## config.mk

```make
export PLATFORM = sky130hd
export DESIGN_NAME = frog_controller
export DESIGN_NICKNAME = d
export VERILOG_FILES = /design/src/rtl/frog_pkg.sv /design/src/rtl/frog_controller_key_edge.sv /design/src/rtl/frog_controller.sv
export SDC_FILE = /design/constraint.sdc
export NUM_CORES = 1
export LEC_CHECK = 0
export ABC_CLOCK_PERIOD_IN_PS = 3700
export BUFFER_PORTS_ARGS = -buffer_cell sky130_fd_sc_hd__buf_2
export CORE_AREA = 2 2 110 112
export CTS_CLUSTER_SIZE = 12
export DETAILED_ROUTE_END_ITERATION = 12
export DIE_AREA = 0 0 112 114
export MAX_ROUTING_LAYER = met4
export PLACE_DENSITY = 0.73
export SLEW_MARGIN = 20
export SYNTH_ARGS = -nofsm -noshare
export SYNTH_HDL_FRONTEND = slang
export SYNTH_SLANG_ARGS = --single-unit
```

## constraint.sdc

```tcl
create_clock -name clk -period 3.7 [get_ports clk]
set_clock_uncertainty 0.1 [all_clocks]
set_input_delay 0.37 -clock clk [delete_from_list [all_inputs] [get_ports clk]]
set_output_delay 0.37 -clock clk [all_outputs]
set_load 0.05 [all_outputs]
```

## src/rtl/frog_pkg.sv

```systemverilog
// frog_pkg: shared game states, grid geometry and lane-bitmap lookup for the frog controller.
package frog_pkg;
    typedef enum logic [1:0] {S_IDLE, S_PLAY, S_HIT, S_OVER} frog_state_t;
    localparam int GRID_ROWS = 16;
    localparam int GRID_COLS = 16;
    localparam logic [7:0] SCORE_MAX = 8'd255;
    // Row r occupies lanes[r*16 +: 16], so the flat bit index is simply {row, col}.
    function automatic logic lane_bit(input logic [GRID_ROWS*GRID_COLS-1:0] lanes,
                                      input logic [3:0] row, input logic [3:0] col);
        return lanes[{row, col}];
    endfunction
endpackage

```

## src/rtl/frog_controller_key_edge.sv

```systemverilog
// key_edge: rising-edge detector on a debounced key level; history clears on reset.
module key_edge (
    input  logic clk,
    input  logic rst_n,
    input  logic i_level,
    output logic o_pulse
);
    logic r_q;
    always_ff @(posedge clk or negedge rst_n) begin
        if (!rst_n) r_q <= 1'b0;
        else        r_q <= i_level;
    end
    assign o_pulse = i_level & ~r_q;
endmodule

```

## src/rtl/frog_controller.sv

```systemverilog
// frog_controller: frog position, lane collision check and idle/play/hit/over game FSM.
// Optional build macro FROG_INVINCIBLE_EN disables collisions for lane-timing bring-up.
module frog_controller
    import frog_pkg::*;
#(
    parameter logic [3:0] START_COL   = 4'd7,
    parameter logic [1:0] START_LIVES = 2'd3,
    parameter int         HIT_HOLD    = 1000,
    parameter logic [3:0] GOAL_ROW    = 4'd15
) (
    input  logic                           clk,
    input  logic                           reset,
    input  logic                           start,
    input  logic                           up,
    input  logic                           down,
    input  logic                           left,
    input  logic                           right,
    input  logic [GRID_ROWS*GRID_COLS-1:0] lanes,
    output logic [3:0]                     player_row,
    output logic [3:0]                     player_col,
    output logic [7:0]                     score,
    output logic [1:0]                     lives,
    output logic                           hit,
    output logic                           win,
    output logic                           game_over,
    output logic                           frozen
);
    localparam int CW = (HIT_HOLD > 1) ? $clog2(HIT_HOLD) : 1;
    localparam logic [3:0] ROW_MAX = 4'(GRID_ROWS - 1);
    localparam logic [3:0] COL_MAX = 4'(GRID_COLS - 1);
`ifdef FROG_INVINCIBLE_EN
    localparam bit INVINCIBLE = 1'b1;
`else
    localparam bit INVINCIBLE = 1'b0;
`endif

    frog_state_t r_state, w_state_nx;
    logic [3:0]    r_row, r_col, w_row_nx, w_col_nx;
    logic [7:0]    r_score, w_score_nx;
    logic [1:0]    r_lives, w_lives_nx;
    logic [CW-1:0] r_cnt, w_cnt_nx;
    logic          r_hit, r_win, r_game_over, r_frozen, w_hit_nx, w_win_nx;
    logic          w_start, w_up, w_down, w_left, w_right;
    logic          w_coll, w_hold_done, w_one_move;

    key_edge u_start (.clk(clk), .rst_n(reset), .i_level(start), .o_pulse(w_start));
    key_edge u_up    (.clk(clk), .rst_n(reset), .i_level(up),    .o_pulse(w_up));
    key_edge u_down  (.clk(clk), .rst_n(reset), .i_level(down),  .o_pulse(w_down));
    key_edge u_left  (.clk(clk), .rst_n(reset), .i_level(left),  .o_pulse(w_left));
    key_edge u_right (.clk(clk), .rst_n(reset), .i_level(right), .o_pulse(w_right));

    assign w_coll      = !INVINCIBLE && (r_state == S_PLAY) && lane_bit(lanes, r_row, r_col);
    assign w_hold_done = (r_cnt == CW'(HIT_HOLD - 1));
    assign w_one_move  = $onehot({w_up, w_down, w_left, w_right});

    always_ff @(posedge clk or negedge reset) begin
        if (!reset) r_state <= S_IDLE;
        else        r_state <= w_state_nx;
    end

    always_comb begin
        w_state_nx = r_state;
        case (r_state)
            S_IDLE:  w_state_nx = w_start ? S_PLAY : S_IDLE;
            S_PLAY:  w_state_nx = w_start ? S_PLAY : (w_coll ? S_HIT : S_PLAY);
            S_HIT:   w_state_nx = w_start ? S_PLAY :
                                  (w_hold_done ? ((r_lives != 2'd0) ? S_PLAY : S_OVER) : S_HIT);
            default: w_state_nx = w_start ? S_PLAY : S_OVER;
        endcase
    end

    // Collision beats crossing, crossing beats movement; start overrides everything.
    always_comb begin
        w_row_nx   = r_row;
        w_col_nx   = r_col;
        w_score_nx = r_score;
        w_lives_nx = r_lives;
        w_hit_nx   = 1'b0;
        w_win_nx   = 1'b0;
        w_cnt_nx   = '0;
        if (w_start) begin
            w_row_nx   = 4'd0;
            w_col_nx   = START_COL;
            w_score_nx = 8'd0;
            w_lives_nx = START_LIVES;
        end else if (r_state == S_PLAY) begin
            if (w_coll) begin
                w_hit_nx   = 1'b1;
                w_lives_nx = (r_lives == 2'd0) ? 2'd0 : r_lives - 2'd1;
            end else if (r_row == GOAL_ROW) begin
                w_win_nx   = 1'b1;
                w_score_nx = (r_score == SCORE_MAX) ? SCORE_MAX : r_score + 8'd1;
                w_row_nx   = 4'd0;
                w_col_nx   = START_COL;
            end else if (w_one_move) begin
                w_row_nx = w_up   ? ((r_row == ROW_MAX) ? r_row : r_row + 4'd1) :
                           w_down ? ((r_row == 4'd0)    ? r_row : r_row - 4'd1) : r_row;
                w_col_nx = w_right ? ((r_col == COL_MAX) ? r_col : r_col + 4'd1) :
                           w_left  ? ((r_col == 4'd0)    ? r_col : r_col - 4'd1) : r_col;
            end
        end else if (r_state == S_HIT) begin
            w_cnt_nx = w_hold_done ? '0 : r_cnt + CW'(1);
            if (w_hold_done && r_lives != 2'd0) begin
                w_row_nx = 4'd0;
                w_col_nx = START_COL;
            end
        end
    end

    always_ff @(posedge clk or negedge reset) begin
        if (!reset) begin
            r_row       <= 4'd0;
            r_col       <= START_COL;
            r_score     <= 8'd0;
            r_lives     <= START_LIVES;
            r_cnt       <= '0;
            r_hit       <= 1'b0;
            r_win       <= 1'b0;
            r_game_over <= 1'b0;
            r_frozen    <= 1'b0;
        end else begin
            r_row       <= w_row_nx;
            r_col       <= w_col_nx;
            r_score     <= w_score_nx;
            r_lives     <= w_lives_nx;
            r_cnt       <= w_cnt_nx;
            r_hit       <= w_hit_nx;
            r_win       <= w_win_nx;
            r_game_over <= (w_state_nx == S_OVER);
            r_frozen    <= (w_state_nx == S_HIT);
        end
    end

    assign player_row = r_row;
    assign player_col = r_col;
    assign score      = r_score;
    assign lives      = r_lives;
    assign hit        = r_hit;
    assign win        = r_win;
    assign game_over  = r_game_over;
    assign frozen     = r_frozen;
endmodule
```

[Word level (Yosys, flattened, before mapping)]
Cells that the tools add are included.
Cells by class
  eq/ne operators: 17
  reductions and logical operators: 16
  shift operators: 0
  multiply operators: 0
  $lt $le $gt $ge: 1
  divide/modulo/power cells: 0
  muxes and demuxes: 51
  bitwise operators: 10
  add/subtract/negate cells: 10
Operator list (count)
  4-bit 2-to-1 mux: 21
  10-bit 2-to-1 mux: 4
  8-bit 2-to-1 mux: 5
  2-bit 2-to-1 mux: 10
  5-bit inequality test, second input constant: 3
  10-bit by 1-bit adder with 10-bit output, second input constant: 1
  10-bit == test, second input constant: 1
  5-bit by 4-bit inequality test with 1-bit output, second input constant: 2
  8-bit by 9-bit less-than comparator with 1-bit output, second input constant: 1
  1-bit 2-to-1 mux: 9
  4-bit by 1-bit adder with 4-bit output, second input constant: 2
  8-bit by 1-bit adder with 8-bit output, second input constant: 1
  1-bit binary-select mux with 8-bit select: 1
  4-bit == test, second input constant: 2
  8-bit == test, second input constant: 1
  4-bit zero test: 2
  2-bit nonzero test: 4
  4-bit by 1-bit subtractor with 4-bit output, second input constant: 2
  7-bit AND reduction: 1
  2-bit == test, second input constant: 3
  2-bit one-hot mux with 3 select lines: 1
  6-bit AND reduction: 1
  3-bit nonzero test: 2
  1-bit AND: 5
  other kinds (13): 20
Word-level totals
  bits in registers: 39
  bits of input ports: 263
  memory bits (read-only): 0
  latch bits: 0
  memories: 0
  output and inout bits: 22
  bits in writable memories: 0
  logic and storage cells: 120

[Longest topological paths before layout]
Gate-level depths: netlist of the first run.
  depth after elaboration: 10
  depth in mapped cells: 13
  gate-level depth less buffers: 11

[Cells and area by module]
A second synthesis of the first run with hierarchy kept.
Unflattened totals
  cell total of the unflattened synthesis: 421
  area, all modules: 4663.2 µm²
Modules (own cells, without submodules)
  frog_controller: seq. area each 857.1 µm², cells each 411, times used 1, area an instance 4469.3 µm²
  key_edge: seq. area each 25.0 µm², cells each 2, times used 5, area an instance 38.8 µm²

[Worst setup path before layout of the first run]
OpenSTA, ideal clock, no wires.
  kind: reg2reg
  start point: register r_col[1] (netlist: player_col[1])
  end point: register r_score[4] (netlist: score[4])
  required time: 3.464 ns
  path buffers: 5
  clock period less this slack: 3.277 ns
  arrival: 3.041 ns
  path slack: 0.423 ns
  stages on the path, launching flop included: 14
  setup time: 0.136 ns
  path through: dfstp_2 > buf_2 > buf_4 > buf_2 > buf_2 > mux4_2 > mux2i_1 > nor2_1 > nor4_1 > a21oi_1 > a21o_1 > buf_6 > nor4_1 > nor3_1
Between the ends
  word-level cells in the longest chain between the ends: 5
RTL lines
  start, declared: RTL line frog_controller.sv:38  | logic [3:0] r_row, r_col, w_row_nx, w_col_nx;
  start signal, assigned: RTL line frog_controller.sv:123  | r_col <= w_col_nx;
  1-bit binary-select mux with 8-bit select: RTL line frog_pkg.sv:10  | return lanes[{row, col}];
  1-bit 2-to-1 mux (not written as such): RTL line frog_pkg.sv:10
  1-bit logical AND: RTL line frog_controller.sv:52  | assign w_coll = !INVINCIBLE && (r_state == S_PLAY) && lane_bit(lanes, r_row, r_col);
  2-bit inequality test (no source line)
  3-bit AND reduction (no source line)
  end signal, assigned: RTL line frog_controller.sv:124  | r_score <= w_score_nx;
  end, declared: RTL line frog_controller.sv:39  | logic [7:0] r_score, w_score_nx;
No other way between the ends. The select of a mux whose other input is x is not followed.
A chain may end at the register's enable or synchronous reset.

[Worst setup path after layout of the first run]
  start point: register r_col[0] (netlist: player_col[0])
  end point: register r_row[1] (netlist: player_row[1])
Between the ends
  word-level cells in the longest chain between the ends: 5
RTL lines
  1-bit binary-select mux with 8-bit select: RTL line frog_pkg.sv:10
  1-bit 2-to-1 mux (not written as such): RTL line frog_pkg.sv:10
  1-bit logical AND: RTL line frog_controller.sv:52
  3-bit inequality test (no source line)
  6-bit AND reduction (no source line)
  end signal, assigned: RTL line frog_controller.sv:122  | r_row <= w_row_nx;
  end, declared: RTL line frog_controller.sv:38
No other way between the ends. The select of a mux whose other input is x is not followed.

==> flow_metrics.tcl, run 1 <==
set metrics [dict create \
    synth_fa_ha_area_share_pct 4.780 \
    cp_max_fo 13 \
    synth_edf_count 0 \
    clock_power_share_pct 16.7 \
    finalHoldViolCount 0 \
    intPower_mw 1.942 \
    synth_cells 413 \
    cts_tree "done" \
    drive_gt1_share_pct 56.17 \
    p_switching_mw 1.393 \
    synth_top_family_by_area "multiplexers" \
    first_iter_violations 390 \
    path_clk_slew_ns 0.06 \
    ys_top_cells_by_count "mux4_2, dfrtp_1, nor2_1" \
    slew_headroom_pct 38.85 \
    power.leakage_nw 3.023 \
    ir_drop_uv 334.7 \
    clk_latency_ns 0.28 \
    synthFlopType "dfrtp_1" \
    syn_area_sq_um 4398 \
    fin_nets 966 \
    vias 4792 \
    placed_cell_area_sq_um 5977 \
    synth_area_per_cell_sq_um 10.65 \
    grt-ovfl-total 0 \
    cts-buffers-inserted 5 \
    coreArea_sq_um 11710 \
    wire_per_inst_um 20.21 \
    grt_usage_pct 26.31 \
    rsz0062_at_grt "no" \
    status "finished clean" \
    gp_congestion 0.8530 \
    chipHeight_um 114 \
    design_area_sq_um 6193 \
    yosys-top-cells-area "mux4_2, dfrtp_1, mux2i_1" \
    drc 0 \
    synth-async-reset-ratio_pct 100.0 \
    areaGrowthSynthToFinish_pct 40.83 \
    start_kind "flop" \
    antenna_found_initial 5 \
    power.density_cell_area_nw_per_um2 538.4 \
    die_w_um 112 \
    first_global_vias 4774 \
    via_per_inst 5.698 \
    tns_ns 0 \
    synth_fp_nets 691 \
    grt_max_degree 43 \
    synth-simple-area-share_pct 16.05 \
    dieArea_sq_um 12770 \
    synth_xor_area_share_pct 2.390 \
    seq_area_frac_synth_pct 22.33 \
    cts-htree-levels 2 \
    start_util_pct 37.55 \
    cts_sinks 39 \
    synth_most_common_cell "mux4_2" \
    synth_compound_area_share_pct 12.63 \
    postRouteAntennaNets 0 \
    worst_pin_slew_ns 0.9154 \
    wl_um 17000 \
    combPwrFrac_pct 63.8 \
    p_seq_share_pct 19.5 \
    fin_hold_ws_ns 0.1021 \
    ios 285 \
    firstDrtPassIters 5 \
    period_share_pct 93.28 \
    path_class "flop to flop" \
    final_max_slew_viol_count 0 \
    ys_ff_latch 39 \
    cap_violations 0 \
    swShare_pct 41.77 \
    worst_ep_arrival_time_ns 3.52 \
    num-fill-cells 1071 \
    cts_root_buf "clkbuf_16" \
    fmax_mhz 289.8 \
    setup_viol 0 \
    clock_path_buffers 2 \
    synthMuxAreaShare_pct 36.39 \
    synth_top_area_share_pct 30.73 \
    worstPathRequired_ns 3.77 \
    endpoint_kind "flop" \
    core.rowCount 40 \
    synth_warnings 0 \
    hold_class "input port to async pin" \
    ys_types 61 \
    grt_pass1_wl_um 25320 \
    io_buffer_count 284 \
    ctsHoldBuffers 0 \
    postLayoutCoreUtil_pct 52.88 \
    yosysTopAreaCell "mux4_2" \
    period_minus_slack_ns 3.451 \
    dp_hpwl_um 14150 \
]
==> sequential cells by signal, indices dropped and copies added, names as in the netlist <==
register and flops:
r_cnt 10, u_up.r_q 1, player_col 4, game_over 1
lives 2, win 1, u_down.r_q 1, player_row 4
u_left.r_q 1, frozen 1, score 8, r_state 2
hit 1, u_start.r_q 1, u_right.r_q 1
==> timing repair <==
| action | in CTS | in global routing |
|---|---|---|
| endpoints found under the setup margin | 0 | 2 |
| gates resized for setup | 0 | 1 |
| setup buffers | 0 | 1 |
==> power by group through the flow <==
stage	Clock (mW)	Sequential, mW	Combinational (mW)
2_1_floorplan	0	0.719	1.53
3_3_place_gp	0	0.670	2.05
4_1_cts	0.564	0.671	2.09
3_5_place_dp	0	0.677	2.09
6_report	0.558	0.650	2.13
5_1_grt	0.587	0.667	2.29
==> per-layer routing <==
metal	vias to the layer above	GRT usage (%)	part of all wire, %
met1	2353	34.33	40
met2	233	42.46	50
met3	21	5.260	7.5
met4	0	6.992	1.8
li1	2185	-	-
met5	-	-	0
==> critical path, cell delays in order (launching register included) <==
cell and delay [ns]:
dfstp_4 0.77, buf_4 0.22, mux4_2 0.49, mux2i_1 0.15
o21ai_0 0.15, or4_1 0.55, a21o_1 0.35, a31o_1 0.33
a22o_1 0.23
==> stage by stage <==
step                      setup slack (ns)  instances  power [mW]
after floorplan                     0.4234        413       2.244
after global placement              0.1525        827       2.719
after detailed placement            0.1558        827       2.763
after CTS                           0.1247        835       3.328
after global routing               0.08626        841       3.544
final                               0.2488        841       3.335
==> worst paths after layout <==
path,start,end,cells past startpoint,slack (ns)
min,reset,r_cnt[6],1,0.10
min reg2reg,r_cnt[0],r_cnt[0],1,0.37
max,player_col[0],player_row[1],8,0.25
max reg2reg,player_col[0],player_row[1],8,0.25
max in group asynchronous,reset,game_over,1,2.84
min in group clk,right,u_right.r_q,1,0.10
==> layout make-up <==
class                   instances  area (sq um)  share of cell area [%]
multi-input cells             326          3177                   51.29
repair buffers                302          1589                   25.66
flip-flops and latches         39         989.7                   15.98
well taps                     147         183.9                   2.970
clock buffers                   6         128.9                   2.081
clock inverters                 2         60.06                  0.9697
inverters                      14         52.55                  0.8485
diodes                          5         12.51                  0.2020
==> logic make-up (layout without fill, tap and decap cells) <==
family,Yosys count,count (layout)
AND/OR/NAND/NOR,137,137
adder cells (fa/ha/maj),15,15
buffers and inverters,48,324
XOR/XNOR,12,12
other,0,5
multiplexers,84,84
flip-flops,39,39
AO/OA/AOI/OAI,78,78
==> cells in the final DEF, fill, tap and decap left out, types with 7 or more instances in the layout <==
cell type and instances:
buf_2 284, dfrtp_1 34, nand2_1 23, a22oi_1 11, ha_1 12, mux2i_1 17
mux4_2 60, inv_1 14, nor3_1 14, nand3_1 16, mux2_2 7, buf_4 14
nor2b_1 12, a21oi_1 23, xnor2_1 8, nor2_1 33
Note: power is estimated with default switching activity, not from simulation.
==> inputs of run 2 (changes only) <==
--- a/config.mk
+++ b/config.mk
@@ -7,12 +7,14 @@
 export LEC_CHECK = 0
 export ABC_CLOCK_PERIOD_IN_PS = 3700
 export BUFFER_PORTS_ARGS = -buffer_cell sky130_fd_sc_hd__buf_2
+export CAP_MARGIN = 20
 export CORE_AREA = 2 2 110 112
 export CTS_CLUSTER_SIZE = 12
 export DETAILED_ROUTE_END_ITERATION = 12
 export DIE_AREA = 0 0 112 114
 export MAX_ROUTING_LAYER = met4
 export PLACE_DENSITY = 0.73
+export SETUP_SLACK_MARGIN = 0.1
 export SLEW_MARGIN = 20
 export SYNTH_ARGS = -nofsm -noshare
 export SYNTH_HDL_FRONTEND = slang
==> constraint.sdc (replaced) <==
create_clock -name clk -period 3.7 [get_ports clk]
set_clock_uncertainty 0.1 [all_clocks]
set_input_delay 0.74 -clock clk [delete_from_list [all_inputs] [get_ports clk]]
set_output_delay 0.74 -clock clk [all_outputs]
set_load 0.05 [all_outputs]
==> run 2 against run 1 <==
Against the previous run: utilization hardly changed; global-route usage hardly changed; register-to-register slack hardly changed; critical path depth is 1 higher; first-iteration DRC count is 6.4% lower; maximum frequency is 0.29% lower; total power is 3.0% lower; via count is 0.65% lower; sequential cell count stayed put; critical endpoint is now player_row[0]; clock power is 24% lower; largest power group unchanged; combinational power is 2% higher; die area stayed put.
==> flow_metrics.tcl, run 2 (synthesis gave the netlist of run 1 again) <==
set metrics [dict create \
    status "finished clean" \
    antenna_found_initial 5 \
    vias 4761 \
    drive_gt1_share_pct 56.98 \
    hold_path_end "r_cnt[0]" \
    postLayoutCoreUtil_pct 52.92 \
    final_max_slew_viol_count 0 \
    ir_drop_uv 295.2 \
    dieArea_sq_um 12770 \
    r2r_slack_ns 0.24 \
    worst_pin_slew_ns 0.8764 \
    grt_max_degree 50 \
    min_from "r_cnt[0]" \
    grt_pass1_wl_um 25400 \
    r2r-end "player_row[0]" \
    cts-buffers-inserted 5 \
    core.rowCount 40 \
    drc 0 \
    power.density_cell_area_nw_per_um2 522.1 \
    cts_root_buf "clkbuf_16" \
    grt-ovfl-total 0 \
    cts_sinks 39 \
    largest_register_ffs 10 \
    hold_class "flop to flop" \
    wire_per_inst_um 19.75 \
    worstRegToRegCells 9 \
    first_iter_violations 365 \
    slew_headroom_pct 41.57 \
    via_per_inst 5.614 \
    areaGrowthSynthToFinish_pct 40.91 \
    ctsHoldBuffers 0 \
    start_util_pct 37.55 \
    layout_common_cells "buf_2, mux4_2, dfrtp_1" \
    largest_register "r_cnt" \
    clock_path_buffers 2 \
    cap_violations 0 \
    min_path_cells 1 \
    wl_um 16740 \
    path_class "flop to flop" \
    swShare_pct 43.53 \
    power.leakage_nw 3.024 \
    setup_viol 0 \
    gp_congestion 0.8530 \
    fin_nets 972 \
    path_clk_slew_ns 0.06 \
    combPwrFrac_pct 67.1 \
    p_total_mw 3.235 \
    finalHoldViolCount 0 \
    chipHeight_um 114 \
    cts_tree "done" \
    rsz0062_at_grt "yes" \
    grt_usage_pct 26.31 \
    first_global_vias 4815 \
    die_w_um 112 \
    coreArea_sq_um 11710 \
    p_switching_mw 1.408 \
    num-fill-cells 1060 \
    start_kind "flop" \
    period_minus_slack_ns 3.461 \
    fmax_mhz 288.9 \
    ios 285 \
    clock_power_share_pct 13.0 \
    dp_hpwl_um 14060 \
    p_seq_share_pct 19.9 \
    period_share_pct 93.55 \
    io_buffer_count 284 \
    firstDrtPassIters 5 \
    worstPathRequired_ns 3.77 \
    endpoint_kind "flop" \
    r2r-start "player_col[0]" \
    tns_ns 0 \
    intPower_mw 1.827 \
    cts-htree-levels 2 \
    clk_latency_ns 0.28 \
    worst_ep_arrival_time_ns 3.53 \
    mostFrequentLayoutCell "buf_2" \
    postRouteAntennaNets 0 \
    cp_max_fo 14 \
]
==> run 2: worst max path at each step <==
stage	end	slack (ns)	start	depth (start not counted)
final	player_row[0]	0.24	player_col[0]	9
after global routing	player_row[0]	0.10	player_col[0]	10
after CTS	player_row[0]	0.14	player_col[0]	8
after detailed placement	player_row[0]	0.15	player_col[0]	8
after global placement	player_row[0]	0.20	player_col[0]	8
after floorplan	player_row[3]	0.23	right	10
==> run 2: layer usage <==
metal | GRT usage [%] | vias up | wire length (um)
met3 | 5.420 | 24 | 1305
met4 | 6.992 | 0 | 371
met1 | 34.08 | 2320 | 6673
met5 | - | - | 0
met2 | 42.63 | 220 | 8393
li1 | - | 2197 | -
==> run 2: through the flow <==
step / cell area, sq um / setup slack [ns] / hold slack, ns / cells
finish: 6197 / 0.2386 / 0.3762 / 848
global route: 6195 / 0.1003 / 0.3954 / 847
CTS: 6145 / 0.1357 / 0.3762 / 838
detailed placement: 6000 / 0.1538 / 0.3682 / 830
global placement: 6000 / 0.1956 / 0.3451 / 830
floorplan: 4398 / 0.2253 / 0.3329 / 413
==> run 2: area by class of cell <==
class                      count  area (sq um)  area share (%)
clock buffer                   5         125.1           2.019
tap                          147         183.9           2.968
antenna                        6         15.01          0.2423
inverter                      14         52.55          0.8480
multi-input combinational    326          3181           51.32
clock inverter                 3         20.02          0.3230
sequential                    39         989.7           15.97
timing repair buffer         308          1630           26.31
==> run 2: power groups by stage <==
stage,clock network [mW],registers (mW),logic [mW]
floorplan,0,0.719,1.53
global placement,0,0.659,2.08
detailed placement,0,0.665,2.11
CTS,0.433,0.659,2.12
global route,0.449,0.664,2.33
finish,0.422,0.644,2.17
==> run 2: critical path, stage by stage, from the launching register on <==
cell and delay, ns:
dfstp_4 0.75, buf_4 0.16, mux4_2 0.52, a22o_1 0.19, a21oi_1 0.18, nor3_1 0.06
or4_1 0.50, a21o_2 0.33, a31o_1 0.29, a22o_1 0.24
==> run 2: repair_timing <==
action / CTS / global route
buffers inserted: 0 / 4
endpoints found under the setup margin: 0 / 15
resized for setup: 0 / 3
